$ cat src/rtl/blackjack_round_fsm.sv
// rtl/blackjack_round_fsm.sv - round sequencer: deal, player turn, dealer turn, settle under 5-card Charlie rules
module blackjack_round_fsm #(
    parameter int CARD_W       = 4,
    parameter int SUM_W        = 5,
    parameter int BUST_LIMIT   = 21,
    parameter int DEALER_STAND = 17,
    parameter int MAX_CARDS    = 5
) (
    input  logic              i_clk,
    input  logic              i_reset_n,
    input  logic              i_start,
    input  logic              i_hit,
    input  logic              i_stand,
    output logic              o_cardReq,
    input  logic              i_cardValid,
    input  logic [CARD_W-1:0] i_card,
    output logic              o_handReset,
    output logic              o_addPlayerCard,
    output logic              o_addDealerCard,
    output logic [CARD_W-1:0] o_newCard,
    input  logic [SUM_W-1:0]  i_playerSum,
    input  logic [SUM_W-1:0]  i_dealerSum,
    input  logic [2:0]        i_playerCount,
    input  logic [2:0]        i_dealerCount,
    output logic              o_hideDealerHole,
    output logic [3:0]        o_state,
    output logic [1:0]        o_result,
    output logic              o_roundDone
);

    typedef enum logic [3:0] {
        IDLE        = 4'd0,
        CLEAR       = 4'd1,
        DEAL_P0     = 4'd2,
        DEAL_D0     = 4'd3,
        DEAL_P1     = 4'd4,
        DEAL_D1     = 4'd5,
        PLAYER_TURN = 4'd6,
        PLAYER_DRAW = 4'd7,
        DEALER_TURN = 4'd8,
        DEALER_DRAW = 4'd9,
        SETTLE      = 4'd10,
        DONE        = 4'd11
    } state_t;

    localparam logic [SUM_W:0]   BUST_L  = (SUM_W+1)'(BUST_LIMIT);
    localparam logic [SUM_W-1:0] STAND_L = SUM_W'(DEALER_STAND);
    localparam logic [2:0]       MAX_L   = 3'(MAX_CARDS);

    state_t              state_q, state_d;
    logic [1:0]          phase_q, phase_d;
    logic                card_req_q, card_req_d;
    logic                hand_reset_q, hand_reset_d;
    logic                add_p_q, add_p_d;
    logic                add_d_q, add_d_d;
    logic [CARD_W-1:0]   new_card_q, new_card_d;
    logic                hide_q, hide_d;
    logic [1:0]          result_q, result_d;
    logic                p_bust_q, p_bust_d;
    logic                d_bust_q, d_bust_d;

    logic                to_player;
    logic                is_draw_d;
    logic [SUM_W-1:0]    sum_sel;
    logic                bust_now;

    assign to_player = (state_q == DEAL_P0) || (state_q == DEAL_P1) || (state_q == PLAYER_DRAW);
    assign sum_sel   = to_player ? i_playerSum : i_dealerSum;
    // Widened by one bit so a 5-bit hand sum wrapping past 31 still reads as bust.
    assign bust_now  = ({1'b0, sum_sel} + {{(SUM_W+1-CARD_W){1'b0}}, i_card}) > BUST_L;

    always_comb begin
        state_d      = state_q;
        phase_d      = phase_q;
        hand_reset_d = 1'b0;
        add_p_d      = 1'b0;
        add_d_d      = 1'b0;
        new_card_d   = new_card_q;
        hide_d       = hide_q;
        result_d     = result_q;
        p_bust_d     = p_bust_q;
        d_bust_d     = d_bust_q;
        case (state_q)
            IDLE, DONE: begin
                if (i_start) begin
                    state_d      = CLEAR;
                    hand_reset_d = 1'b1;
                    result_d     = 2'b00;
                    hide_d       = 1'b0;
                    p_bust_d     = 1'b0;
                    d_bust_d     = 1'b0;
                end
            end
            CLEAR: begin
                state_d = DEAL_P0;
                phase_d = 2'd0;
            end
            DEAL_P0, DEAL_D0, DEAL_P1, DEAL_D1, PLAYER_DRAW, DEALER_DRAW: begin
                case (phase_q)
                    2'd0: begin
                        if (i_cardValid) begin
                            phase_d    = 2'd1;
                            new_card_d = i_card;
                            add_p_d    = to_player;
                            add_d_d    = !to_player;
                            if (to_player) p_bust_d = p_bust_q | bust_now;
                            else           d_bust_d = d_bust_q | bust_now;
                            if (state_q == DEAL_D1) hide_d = 1'b1;
                        end
                    end
                    2'd1: phase_d = 2'd2;
                    default: begin
                        // Hand sums have settled; decide where the round goes next.
                        phase_d = 2'd0;
                        case (state_q)
                            DEAL_P0: state_d = DEAL_D0;
                            DEAL_D0: state_d = DEAL_P1;
                            DEAL_P1: state_d = DEAL_D1;
                            DEAL_D1: state_d = PLAYER_TURN;
                            PLAYER_DRAW: begin
                                if (p_bust_q || i_playerCount == MAX_L) state_d = SETTLE;
                                else                                    state_d = PLAYER_TURN;
                            end
                            default: state_d = DEALER_TURN;
                        endcase
                    end
                endcase
            end
            PLAYER_TURN: begin
                if (p_bust_q)                                 state_d = SETTLE;
                else if (i_playerSum == BUST_L[SUM_W-1:0] || i_stand) state_d = DEALER_TURN;
                else if (i_hit)                               state_d = PLAYER_DRAW;
            end
            DEALER_TURN: begin
                hide_d = 1'b0;
                if (!d_bust_q && i_dealerSum < STAND_L && i_dealerCount < MAX_L) state_d = DEALER_DRAW;
                else                                                             state_d = SETTLE;
            end
            SETTLE: begin
                state_d = DONE;
                if (p_bust_q)                        result_d = 2'b10;
                else if (i_playerCount == MAX_L)     result_d = 2'b01;
                else if (d_bust_q)                   result_d = 2'b01;
                else if (i_playerSum > i_dealerSum)  result_d = 2'b01;
                else if (i_playerSum < i_dealerSum)  result_d = 2'b10;
                else                                 result_d = 2'b11;
            end
            default: state_d = IDLE;
        endcase
        is_draw_d  = (state_d == DEAL_P0) || (state_d == DEAL_D0) || (state_d == DEAL_P1) ||
                     (state_d == DEAL_D1) || (state_d == PLAYER_DRAW) || (state_d == DEALER_DRAW);
        card_req_d = is_draw_d && (phase_d == 2'd0);
    end

    always_ff @(posedge i_clk or negedge i_reset_n) begin
        if (!i_reset_n) begin
            state_q      <= IDLE;
            phase_q      <= 2'd0;
            card_req_q   <= 1'b0;
            hand_reset_q <= 1'b0;
            add_p_q      <= 1'b0;
            add_d_q      <= 1'b0;
            new_card_q   <= '0;
            hide_q       <= 1'b0;
            result_q     <= 2'b00;
            p_bust_q     <= 1'b0;
            d_bust_q     <= 1'b0;
        end else begin
            state_q      <= state_d;
            phase_q      <= phase_d;
            card_req_q   <= card_req_d;
            hand_reset_q <= hand_reset_d;
            add_p_q      <= add_p_d;
            add_d_q      <= add_d_d;
            new_card_q   <= new_card_d;
            hide_q       <= hide_d;
            result_q     <= result_d;
            p_bust_q     <= p_bust_d;
            d_bust_q     <= d_bust_d;
        end
    end

    assign o_cardReq        = card_req_q;
    assign o_handReset      = hand_reset_q;
    assign o_addPlayerCard  = add_p_q;
    assign o_addDealerCard  = add_d_q;
    assign o_newCard        = new_card_q;
    assign o_hideDealerHole = hide_q;
    assign o_state          = state_q;
    assign o_result         = result_q;
    assign o_roundDone      = (state_q == DONE);

endmodule

$ cat config.mk
export PLATFORM = sky130hd
export DESIGN_NAME = blackjack_round_fsm
export DESIGN_NICKNAME = d
export VERILOG_FILES = /design/src/rtl/blackjack_round_fsm.sv
export SDC_FILE = /design/constraint.sdc
export NUM_CORES = 1
export LEC_CHECK = 0
export CORE_ASPECT_RATIO = 0.5
export CORE_MARGIN = 2
export CORE_UTILIZATION = 48
export CTS_CLUSTER_DIAMETER = 50
export CTS_CLUSTER_SIZE = 16
export DETAILED_ROUTE_END_ITERATION = 10
export PLACE_DENSITY = 0.86
export SLEW_MARGIN = 20
export SYNTH_ARGS = -nofsm -noshare
export SYNTH_HDL_FRONTEND = slang
export SYNTH_SLANG_ARGS = --single-unit
$ cat constraint.sdc
create_clock -name i_clk -period 4.1 [get_ports i_clk]
set_clock_uncertainty 0.05 [all_clocks]
set_input_delay 1.025 -clock i_clk [delete_from_list [all_inputs] [get_ports i_clk]]
set_output_delay 1.025 -clock i_clk [all_outputs]
set_load 0.02 [all_outputs]
* Word-level counts from Yosys, hierarchy flattened *
Cells that the tools add are included.

operators by class
  add/subtract/negate cells = 1
  $lt $le $gt $ge = 5
  equal/unequal tests = 26
  multiplexer cells = 41
  bitwise operators = 2
  reduce and logical (&&, ||, !) cells = 28

operators by type and width
  operator                                                        number
  equality test 4 x 3 -> 1 bit (second input constant)            7
  two-way mux 4 bit                                               6
  one-hot mux 4 bit (6 select lines)                              1
  equality test 4 bit (second input constant)                     5
  one-hot mux 4 bit (5 select lines)                              1
  two-way mux 1 bit                                               19
  equality test 4 x 2 -> 1 bit (second input constant)            4
  AND reduction 5 bit                                             3
  two-way mux 2 bit                                               7
  inequality test 2 bit (second input constant)                   6
  one-hot mux 2 bit (2 select lines)                              3
  logical OR 1 bit                                                9
  adder 5 x 4 -> 6 bit                                            1
  greater-than comparator 6 x 5 -> 1 bit (second input constant)  1
  OR reduction 6 bit                                              1
  equality test 5 bit (second input constant)                     1
  greater-than comparator 5 bit                                   1
  less-than comparator 5 bit                                      1
  less-than comparator 5 bit (second input constant)              1
  two-way mux 5 bit                                               1
  equality test 4 x 1 -> 1 bit (second input constant)            1
  logical NOT 2 bit                                               2
  logical NOT 4 bit                                               1
  one-hot mux 1 bit (2 select lines)                              2
  12 further kinds                                                18

storage, ports and cells
  bits in registers = 19
  input port bits = 26
  output and inout port bits = 16
  word-level logic and storage cells = 114

* Longest topological paths before layout *
Gate-level depths: netlist of the first run.

  depth after elaboration = 13
  gate-level depth with buffers = 12
  gate-level depth less buffers = 11

* Worst setup path after synthesis of the first run *
OpenSTA, ideal clock, no wires.

  path kind = register -> register
  from = register state_q[2], in the netlist o_state[2]
  to = register p_bust_q
  library setup time = 0.066 ns
  arrival time = 3.043 ns
  required time = 3.984 ns
  setup slack = 0.941 ns
  stages on the path, launching flop included = 12
  buffers on the path = 1
  period minus slack after synthesis = 3.159 ns
  path through = dfrtp_1 > buf_6 > xnor2_2 > a211oi_4 > mux2_2 > ha_1 > fa_1 > xor2_1 > a21oi_1 > maj3_2 > a211oi_2 > a22o_1

on the way
  cells in the longest elaborated chain, start to end = 11
  elaborated cells between the ends (all ways) = 26
  those cells by class = 1 x add/sub; 1 x order compare; 11 x eq/ne; 5 x mux; 1 x bitwise; 7 x reduce/logical

RTL lines
  element                                                                              line    text
  from (decl)                                                                          50      state_t state_q, state_d;
  from (signal assigned)                                                               169     state_q <= state_d;
  equality test 4 x 2 -> 1 bit / equality test 4 x 3 -> 1 bit (equally long branches)  67, 83
  logical OR 1 bit (2 in series)                                                       67      assign to_player = (state_q == DEAL_P0) || (state_q == DEAL_P1) || (state_q == PLAYER_DRAW);
  two-way mux 5 bit                                                                    68      assign sum_sel = to_player ? i_playerSum : i_dealerSum;
  adder 5 x 4 -> 6 bit                                                                 70      assign bust_now = ({1'b0, sum_sel} + {{(SUM_W+1-CARD_W){1'b0}}, i_card}) > BUST_L;
  greater-than comparator 6 x 5 -> 1 bit                                               70
  bitwise OR 1 bit                                                                     106     if (to_player) p_bust_d = p_bust_q | bust_now;
  two-way mux 1 bit                                                                    106
  two-way mux 1 bit                                                                    101     if (i_cardValid) begin
  two-way mux 1 bit                                                                    99      case (phase_q)
  one-hot mux 1 bit (2 select lines)                                                   83      case (state_q)
  to (signal assigned)                                                                 178     p_bust_q <= p_bust_d;
  to (decl)                                                                            59      logic p_bust_q, p_bust_d;

Several ways; a longest one is shown, not always the timed one. The select of a mux whose other input is x is not followed.
A chain may end at the register's enable or synchronous reset.

* Final worst setup path of the first run *
  from = input i_playerSum[0]
  to = register p_bust_q

on the way
  cells in the longest elaborated chain, start to end = 8

RTL lines
  element                                 line  text
  from (decl)                             21    input logic [SUM_W-1:0] i_playerSum,
  two-way mux 5 bit                       68
  adder 5 x 4 -> 6 bit                    70
  greater-than comparator 6 x 5 -> 1 bit  70
  bitwise OR 1 bit                        106
  two-way mux 1 bit                       106
  two-way mux 1 bit                       101
  two-way mux 1 bit                       99
  one-hot mux 1 bit (2 select lines)      83

Every way passes these cells. The select of a mux whose other input is x is not followed.

==> reports/results.tsv, run 1 <==
stage	metric	value	unit
clocking	htree_num_levels	1	
clocking	clk_pin_slew	0.07	ns
sta	slew_headroom	0.430	
die	num_rows	14	
placed_design	place_area	1950	sq um
worst_setup_path	critPathRequiredTime	4.25	ns
power	p_sw	0.616	mW
worst_setup_path	r2r_end	p_bust_q$_DFFE_PN0P_	
synth	syn_inst	166	
clocking	cts_buffer_depth	2	
finish	layout-drive-gt1-share	0.107	
power	netSwitchingFraction	0.452	
clocking	cts_buffers	3	
worst_setup_path	worst-setup-path-type	input port to flop	
power	p_leak	0.871	nW
finish	final_nets	243	
clocking	clock_latency	0.26	ns
power	power.share.combinational	0.671	
routing	wl_per_cell	15.4	microns
worst_setup_path	reg2reg_depth	10	
clocking	cts_tree	yes	
synth	seq_area_frac_synth	0.317	
routing	ant_nets	0	
clocking	holdBufCountCts	0	
sta	timing.hold.ws	0.456	ns
synth	synth_area_per_cell	9.04	sq um
power	internal_power	0.746	mW
power	p_per_area	683	nW/um^2
worst_setup_path	cp_max_fo	3	
worst_setup_path	cp-end-kind	flop	
global_route	grt_pass1_vias	1352	
routing	vias_per_cell	5.80	
clocking	postCtsSetupRepairBufs	0	
worst_hold_path	holdPathEnd	o_newCard[0]$_DFFE_PN0P_	
synth	netlist_area	1500	sq um
synth	synth_flop_cell	dfrtp_1	
global_route	grt_use_total	0.214	
power	vdd_drop_max	0.509	mV
worst_setup_path	slowest_delay	0.46	ns
synth	syn-num-nets	202	
synth	ys_types	53	
placed_design	gp_congestion	0.837	
finish	final_util	0.665	
worst_hold_path	min_path_type	flop to flop	
worst_setup_path	r2r-start	o_state[2]$_DFF_PN0_	
routing	first_pass_iters	5	
power	seqPwrFrac	0.233	
die	initial_core_util	0.501	
placed_design	post-dp-hpwl	3.06	mm
sta	hold_violations	0	
sta	setup_viol	0	
finish	fin_area	1990	sq um
routing	drt_iter0_markers	126	
placed_design	pre_cts_slack	0.503	ns
worst_setup_path	ff2ff_setup_slack	0.84	ns
sta	fin_crit	3.35	ns
sta	maxSlewViolCount	0	
worst_hold_path	worstHoldStart	o_newCard[0]$_DFFE_PN0P_	
sta	setup_slack	0.747	ns
sta	fin_crit_sh	0.818	
sta	rsz0062_at_grt	no	
global_route	antenna_found_initial	0	
sta	fin_setup_tns	0	ns
routing	drc_errors	0	
status	status	finished clean	
synth	ys_warn_count	0	
global_route	grt.overflow.total	0	
sta	fmax	0.298	GHz
worst_hold_path	min_path_cells	1	
synth	synth_edf_count	0	
die	die_w	83.1	microns
global_route	grt_pass1_wl	6.23	mm
run	cap_violations	0	
worst_setup_path	worstPathCellList	clkdlybuf4s50_1 > mux2_2 > ha_1 > fa_1 > xor2_1 > a21oi_1 > maj3_2 > a211oi_2 > a22o_1	
routing	vias	1427	
die	fp.dieH	43.5	microns
die	die_area	3620	sq um
die	core-area	3000	sq um
die	ios	42	
placed_design	numPortBuffers	41	
routing	wl	3.78	mm
worst_setup_path	arrival	3.50	ns
clocking	clock_sinks	19	
sta	worstMarginPinSlew	0.852	ns
synth	async_flop_share	1.00	
synth	ys_seq_elements	19	
clocking	cts_resized	0	
power	clkPwrFrac	0.096	
worst_setup_path	start_kind	input port	
worst_setup_path	slowest_stage	clkdlybuf4s50_1	
global_route	grt_max_degree	20	
finish	area.growth.synth_to_final	32.7	%
finish	num_antenna_cells	0	
clocking	clockRootBuffer	clkbuf_8	
-- cells in the mapped netlist (2+ instances only) --
cell | instances | area (sq um)
nor4bb_1 | 3 | 30.0
a21o_1 | 2 | 15.0
nand3b_1 | 3 | 22.5
o21ai_0 | 12 | 60.1
ha_1 | 9 | 113
a211oi_1 | 3 | 22.5
nor2_1 | 10 | 37.5
a21oi_1 | 6 | 30.0
nand2_1 | 12 | 45.0
inv_1 | 12 | 45.0
clkbuf_1 | 5 | 18.8
nor4_1 | 2 | 12.5
dfrtp_1 | 19 | 475
o21a_1 | 2 | 15.0
and3b_1 | 2 | 17.5
nor2b_1 | 7 | 43.8
mux2i_1 | 2 | 20.0
xor2_1 | 2 | 17.5
buf_2 | 3 | 15.0
nor3_1 | 5 | 25.0
and3_1 | 2 | 12.5
nand3_1 | 4 | 20.0
o41ai_1 | 2 | 17.5
a22o_1 | 3 | 26.3
mux2_2 | 6 | 67.6
-- state kept, by name, summed over array words and instances, names as in the netlist --
register and cells:
o_addDealerCard 1, o_cardReq 1, p_bust_q 1, o_state 4
o_hideDealerHole 1, phase_q 2, o_addPlayerCard 1, d_bust_q 1
o_newCard 4, o_handReset 1, o_result 2
-- cell families after synthesis --
logic type | Yosys count | synth area share
AO/OA/AOI/OAI | 46 | 0.226
XOR/XNOR | 3 | 0.0225
adder cells (fa/ha/maj) | 11 | 0.0958
buffers and inverters | 21 | 0.0600
flip-flops | 19 | 0.317
multiplexers | 9 | 0.0658
AND/OR/NAND/NOR | 57 | 0.213
-- cells in the final DEF, fill, tap and decap left out, drive strengths merged, types with 5 or more instances in the layout --
| cell type | synthesis | final |
|---|---|---|
| nand3 | 5 | 5 |
| mux2 | 7 | 7 |
| dfrtp | 19 | 19 |
| nor2b | 7 | 7 |
| nor2 | 10 | 10 |
| a21oi | 6 | 6 |
| ha | 9 | 9 |
| o21ai | 12 | 12 |
| a211oi | 5 | 5 |
| nor3 | 5 | 5 |
| clkdlybuf4s50 | 0 | 41 |
| inv | 12 | 12 |
| nand2 | 12 | 12 |
-- critical path, delay by kind of cell --
family | cells | cell delay, ns
xor gates and xnor gates | 1 | 0.21
muxes | 1 | 0.31
buffers and inverters | 1 | 0.46
AOI/OAI and AO/OA | 3 | 0.56
adders and majority gates | 3 | 0.94
-- routing by layer --
layer	share of wire	track usage
met3	0.051	0.0495
met4	0.017	0.0787
met5	0	0
met1	0.43	0.268
met2	0.50	0.373
-- power groups by stage --
| stage | Sequential, mW | Combinational, mW | Clock (mW) |
|---|---|---|---|
| 4_1_cts | 0.316 | 0.910 | 0.133 |
| 6_report | 0.317 | 0.915 | 0.130 |
| 3_5_place_dp | 0.320 | 0.905 | 0 |
| 2_1_floorplan | 0.381 | 0.561 | 0 |
| 5_1_grt | 0.324 | 0.998 | 0.139 |
| 3_3_place_gp | 0.318 | 0.871 | 0 |
-- how the worst max path moves through the flow --
stage / startpoint / endpoint / slack, ns / cells after the start
4_1_cts: i_playerSum[0] / p_bust_q$_DFFE_PN0P_ / 0.76 / 9
6_report: i_playerSum[0] / p_bust_q$_DFFE_PN0P_ / 0.75 / 9
5_1_grt: i_playerSum[0] / d_bust_q$_DFFE_PN0P_ / 0.59 / 9
3_5_place_dp: i_dealerSum[0] / d_bust_q$_DFFE_PN0P_ / 0.50 / 9
2_1_floorplan: o_state[2]$_DFF_PN0_ / p_bust_q$_DFFE_PN0P_ / 0.94 / 11
3_3_place_gp: i_playerSum[0] / p_bust_q$_DFFE_PN0P_ / 0.64 / 9
-- final cells by class --
type,count,area [sq um]
fillers,228,1000
flip-flops and latches,19,475
clock buffers,3,41.3
clock inverters,1,5.00
multi-input cells,126,936
repair buffers,45,440
inverters,12,45.0
well taps,40,50.0
-- per-stage QoR --
step,instances,power (mW)
finish,246,1.36
floorplan,166,0.941
CTS,246,1.36
global route,246,1.46
global placement,242,1.19
detailed placement,242,1.22
No activity file was read; power rests on OpenSTA's default activity.
==> run 2, diff against run 1 <==
clock period = 3.21 ns   (was 4.1 ns; I/O delays follow)
==> run 2 against run 1 <==
Utilization grew 1.8 points; critical path depth grew 1; register-to-register slack lost 0.70 ns; total power grew 34%; via count grew 1.5%; sequential power grew 30%; non-clock buffer count grew 5; sequential cell count is the same; sequential share of layout area shrank 0.64 points; clock power grew 36%; largest cell class unchanged.
==> reports/results.tsv, run 2 (synthesis results as in run 1) <==
stage	metric	value	unit
status	status	finished clean	
die	fp.dieH	43.5	microns
clocking	cts_buffers	3	
global_route	antenna_found_initial	0	
worst_setup_path	cp_max_fo	3	
sta	fin_crit_sh	0.957	
worst_setup_path	start_kind	flop	
sta	worstMarginPinSlew	0.862	ns
worst_setup_path	cp-end-kind	flop	
worst_setup_path	cpMostUsedCell	a211oi_4	
sta	maxSlewViolCount	0	
die	initial_core_util	0.501	
routing	wl	4.09	mm
finish	final_cell_mix	clkdlybuf4s50_1, dfrtp_1, inv_1, nand2_1, o21ai_0	
clocking	holdBufCountCts	0	
placed_design	post-dp-hpwl	3.20	mm
die	ios	42	
global_route	grt_max_degree	21	
placed_design	gp_congestion	0.887	
worst_setup_path	slowest_delay	0.44	ns
global_route	grt.overflow.total	0	
placed_design	place_area	1980	sq um
routing	drt-met1-wl	1.78	mm
finish	area.growth.synth_to_final	36.4	%
clocking	clock_latency	0.26	ns
routing	wl_per_cell	16.3	microns
routing	route.met3.wl	258	microns
sta	fin_crit	3.07	ns
finish	layout-drive-gt1-share	0.133	
run	cap_violations	0	
worst_setup_path	ff2ff_setup_slack	0.14	ns
routing	top_layer	met4	
power	p_leak	0.894	nW
die	num_rows	14	
worst_setup_path	slowest_stage	dfrtp_1	
worst_setup_path	worst-setup-path-type	flop to flop	
worst_setup_path	critPathRequiredTime	3.36	ns
die	die_w	83.1	microns
die	die_area	3620	sq um
routing	first_pass_iters	4	
worst_setup_path	worstPathCellList	xnor2_2 > a211oi_4 > mux2_2 > ha_1 > fa_1 > a21oi_1 > nor4_1 > mux2_1 > a211oi_4 > a22o_1	
placed_design	numPortBuffers	41	
worst_setup_path	path_buf_inv	0	
global_route	grt_pass1_vias	1439	
sta	timing.hold.ws	0.460	ns
sta	fmax	0.326	GHz
power	p_per_area	894	nW/um^2
routing	wl_met2	2.02	mm
routing	ant_nets	0	
routing	vias	1448	
worst_setup_path	arrival	3.22	ns
global_route	grt_pass1_wl	6.80	mm
clocking	clock_sinks	19	
sta	setup_viol	0	
sta	hold_violations	0	
clocking	clockRootBuffer	clkbuf_8	
finish	final_nets	248	
clocking	cts_buffer_depth	2	
worst_hold_path	min_path_type	flop to flop	
die	core-area	3000	sq um
clocking	cts_tree	yes	
clocking	htree_num_levels	1	
worst_setup_path	crit_family	compound AO/OA/AOI/OAI gates	
clocking	clk_pin_slew	0.08	ns
finish	fin_area	2050	sq um
routing	drc_errors	0	
finish	final_common_cell	clkdlybuf4s50_1	
sta	slew_headroom	0.424	
power	vdd_drop_max	0.532	mV
sta	rsz0062_at_grt	no	
routing	drt_iter0_markers	155	
global_route	grt_use_total	0.236	
finish	num_antenna_cells	0	
routing	vias_per_cell	5.77	
## run 2: final timing paths
| check | startpoint | to | cells past startpoint |
|---|---|---|---|
| max in group asynchronous | i_reset_n | phase_q[1]$_DFF_PN0_ | 1 |
| worst max register to register | o_state[2]$_DFF_PN0_ | p_bust_q$_DFFE_PN0P_ | 10 |
| worst max-delay path | o_state[2]$_DFF_PN0_ | p_bust_q$_DFFE_PN0P_ | 10 |
| min in group asynchronous | i_reset_n | d_bust_q$_DFFE_PN0P_ | 1 |
| worst min-delay path | o_newCard[0]$_DFFE_PN0P_ | o_newCard[0]$_DFFE_PN0P_ | 1 |
| worst min register to register | o_newCard[0]$_DFFE_PN0P_ | o_newCard[0]$_DFFE_PN0P_ | 1 |
## run 2: cell type report
type | count | area, sq um
well taps | 40 | 50.0
fillers | 236 | 947
inverters | 12 | 45.0
multi-input cells | 126 | 951
clock buffers | 3 | 41.3
repair buffers | 50 | 478
flip-flops and latches | 19 | 475
clock inverters | 1 | 7.51
## run 2: stage by stage
stage | power [mW] | worst slack [ns] | utilization | TNS [ns] | instances
after CTS | 1.79 | 0.113 | 0.679 | 0 | 251
after detailed placement | 1.60 | -0.130 | 0.662 | -0.257 | 247
after global placement | 1.55 | 0.00751 | 0.662 | 0 | 247
final | 1.83 | 0.140 | 0.684 | 0 | 251
after floorplan | 1.20 | 0.0514 | - | 0 | 166
after global routing | 1.96 | 0.0159 | 0.684 | 0 | 251
## run 2: routing by layer
layer | track usage | vias to the layer above
li1 | - | 699
met1 | 0.305 | 691
met2 | 0.415 | 54
met3 | 0.0533 | 4
met4 | 0.0590 | 0
met5 | 0 | -
## run 2: worst reg2reg max path: stages (launching register included)
cell and delay [ns]:
dfrtp_1 0.44, xnor2_2 0.19, a211oi_4 0.29, mux2_2 0.37, ha_1 0.21, fa_1 0.43
a21oi_1 0.20, nor4_1 0.07, mux2_1 0.34, a211oi_4 0.25, a22o_1 0.16
## run 2: repair_timing
| item | in CTS | in global routing |
|---|---|---|
| resized for setup | 0 | 2 |
| endpoints found under the setup margin | 0 | 2 |
| setup buffers | 0 | 0 |
## run 2: power by group
| group | total (mW) | switching (mW) | internal [mW] | leakage (nW) |
|---|---|---|---|---|
| logic | 1.24 | 0.669 | 0.572 | 0.629 |
| registers | 0.413 | 0.0771 | 0.336 | 0.243 |
| clock network | 0.177 | 0.0889 | 0.0877 | 0.0217 |
==> run 3, diff against run 2 <==
ABC_CLOCK_PERIOD_IN_PS = 3210   (was unset)
CORE_UTILIZATION = 50   (was 48)
CTS_BUF_LIST = sky130_fd_sc_hd__clkbuf_4   (was unset)
PLACE_DENSITY = 0.89   (was 0.86)
SETUP_SLACK_MARGIN = 0.02   (was unset)
==> run 3 against run 2 <==
Via count increased by 0.48%; non-clock buffer count shrank 1; sequential share of layout area rose by 0.42 points; die area down 3.7%; final area decreased by 1.8%; routed wire length increased by 1.5%; sequential power decreased by 1%; critical path type unchanged; largest power group unchanged; highest routed layer unchanged.
==> reports/results.tsv, run 3 (synthesis results as in run 1) <==
stage	metric	value	unit
status	status	finished clean	
finish	final_util	0.741	
worst_hold_path	min_path_cells	1	
placed_design	dp.cells	243	
sta	setup_slack	0.128	ns
routing	wl_met2	2.03	mm
global_route	grt.overflow.total	0	
finish	layout-drive-gt1-share	0.133	
power	vdd_drop_max	0.742	mV
global_route	grt_max_degree	20	
clocking	clockRootBuffer	clkbuf_4	
clocking	cts_resized	0	
worst_setup_path	critPathRequiredTime	3.41	ns
worst_hold_path	worstHoldStart	o_newCard[0]$_DFFE_PN0P_	
clocking	cts_buffer_depth	2	
global_route	grt_pass1_wl	6.75	mm
die	fp.dieH	42.8	microns
routing	wl	4.15	mm
clocking	htree_num_levels	1	
routing	route.met3.wl	225	microns
worst_setup_path	worstPathCellList	xnor2_2 > a211oi_4 > mux2_2 > ha_1 > fa_1 > a21oi_1 > nor4_1 > mux2_1 > a211oi_2 > a22o_1	
finish	fin_area	2010	sq um
placed_design	place_area	1970	sq um
worst_setup_path	slowest_stage	dfrtp_1	
power	power	1.75	mW
worst_setup_path	cp_max_fo	3	
finish	final_cell_mix	clkdlybuf4s50_1, dfrtp_1, inv_1, nand2_1, o21ai_0	
die	num_rows	13	
worst_setup_path	start_kind	flop	
finish	stdcell_count	247	
sta	setup_viol	0	
clocking	holdBufCountCts	0	
run	cap_violations	0	
finish	fill_cells	186	
routing	vias	1455	
routing	drt_iter0_markers	94	
routing	vias_per_cell	5.89	
die	initial_core_util	0.553	
die	die_area	3480	sq um
clocking	postCtsSetupRepairBufs	0	
worst_hold_path	holdPathEnd	o_newCard[0]$_DFFE_PN0P_	
sta	fin_setup_tns	0	ns
placed_design	post-dp-hpwl	3.27	mm
sta	fin_crit	3.08	ns
sta	worstMarginPinSlew	0.861	ns
sta	maxSlewViolCount	0	
sta	fmax	0.324	GHz
clocking	clock_sinks	19	
worst_setup_path	slowest_delay	0.46	ns
power	p_per_area	869	nW/um^2
die	ios	42	
sta	rsz0062_at_grt	no	
power	p_leak	0.884	nW
routing	ant_nets	0	
global_route	antenna_found_initial	0	
sta	hold_violations	0	
routing	drt-met1-wl	1.83	mm
routing	first_pass_iters	4	
sta	fin_crit_sh	0.960	
placed_design	numPortBuffers	41	
clocking	cts_tree	yes	
routing	top_layer	met4	
routing	drc_errors	0	
die	core-area	2720	sq um
worst_setup_path	cp-end-kind	flop	
finish	final_nets	247	
routing	wl_per_cell	16.8	microns
finish	final_common_cell	clkdlybuf4s50_1	
clocking	cts_buffers	3	
clocking	clk_pin_slew	0.12	ns
worst_hold_path	min_path_type	flop to flop	
finish	area.growth.synth_to_final	34.0	%
placed_design	gp_congestion	0.875	
worst_setup_path	worst-setup-path-type	flop to flop	
worst_setup_path	r2r-start	o_state[2]$_DFF_PN0_	
worst_setup_path	ff2ff_setup_slack	0.13	ns
clocking	clock_latency	0.31	ns
global_route	grt_pass1_vias	1388	
placed_design	pre_cts_slack	-0.0881	ns
finish	num_antenna_cells	0	
global_route	grt_use_total	0.256	
worst_setup_path	r2r_end	p_bust_q$_DFFE_PN0P_	
die	die_w	81.5	microns
sta	slew_headroom	0.425	
worst_setup_path	reg2reg_depth	10	
sta	timing.hold.ws	0.465	ns
worst_setup_path	arrival	3.28	ns
## run 3: cell types whose count changed in the layout (fill, tap and decap cells not counted), sizes merged
cell / change
clkinv: +1
buf: -1
clkinvlp: -1
## run 3: final cells by class
cell class                      instances  area, sq um  share of cell area
Tap cell                               37         46.3              0.0230
Sequential cell                        19          475               0.236
Inverter                               12         45.0              0.0224
Timing Repair Buffer                   49          470               0.234
Clock inverter                          1         5.00             0.00249
Clock buffer                            3         22.5              0.0112
Multi-Input combinational cell        126          947               0.471
## run 3: worst max-delay path by stage
| stage | cells past startpoint | from | to | slack (ns) |
|---|---|---|---|---|
| after global placement | 9 | i_playerSum[0] | p_bust_q$_DFFE_PN0P_ | 0.007 |
| after floorplan | 11 | o_state[2]$_DFF_PN0_ | p_bust_q$_DFFE_PN0P_ | 0.05 |
| after detailed placement | 9 | i_playerSum[0] | p_bust_q$_DFFE_PN0P_ | -0.09 |
| final | 10 | o_state[2]$_DFF_PN0_ | p_bust_q$_DFFE_PN0P_ | 0.13 |
| after CTS | 10 | o_state[1]$_DFF_PN0_ | p_bust_q$_DFFE_PN0P_ | 0.12 |
| after global routing | 10 | o_state[2]$_DFF_PN0_ | p_bust_q$_DFFE_PN0P_ | 0.06 |
## run 3: metal layers
layer | global-route usage | vias up
met4 | 0.0678 | 0
met2 | 0.418 | 63
met3 | 0.0468 | 6
met5 | 0 | -
met1 | 0.349 | 688
li1 | - | 698
## run 3: power by group
group / switching [mW] / internal (mW) / leakage, nW
Sequential: 0.0732 / 0.336 / 0.243
Combinational: 0.659 / 0.554 / 0.623
Clock: 0.0812 / 0.0465 / 0.0177
Total: 0.813 / 0.936 / 0.884
## run 3: critical path, delay by kind of cell, from the launching register on
kind	cells	cell delay (ns)
AOI/OAI and AO/OA	4	0.91
DFF	1	0.46
muxes	2	0.69
and+or+nand+nor	1	0.09
adders and majority gates	2	0.64
xor gates and xnor gates	1	0.18
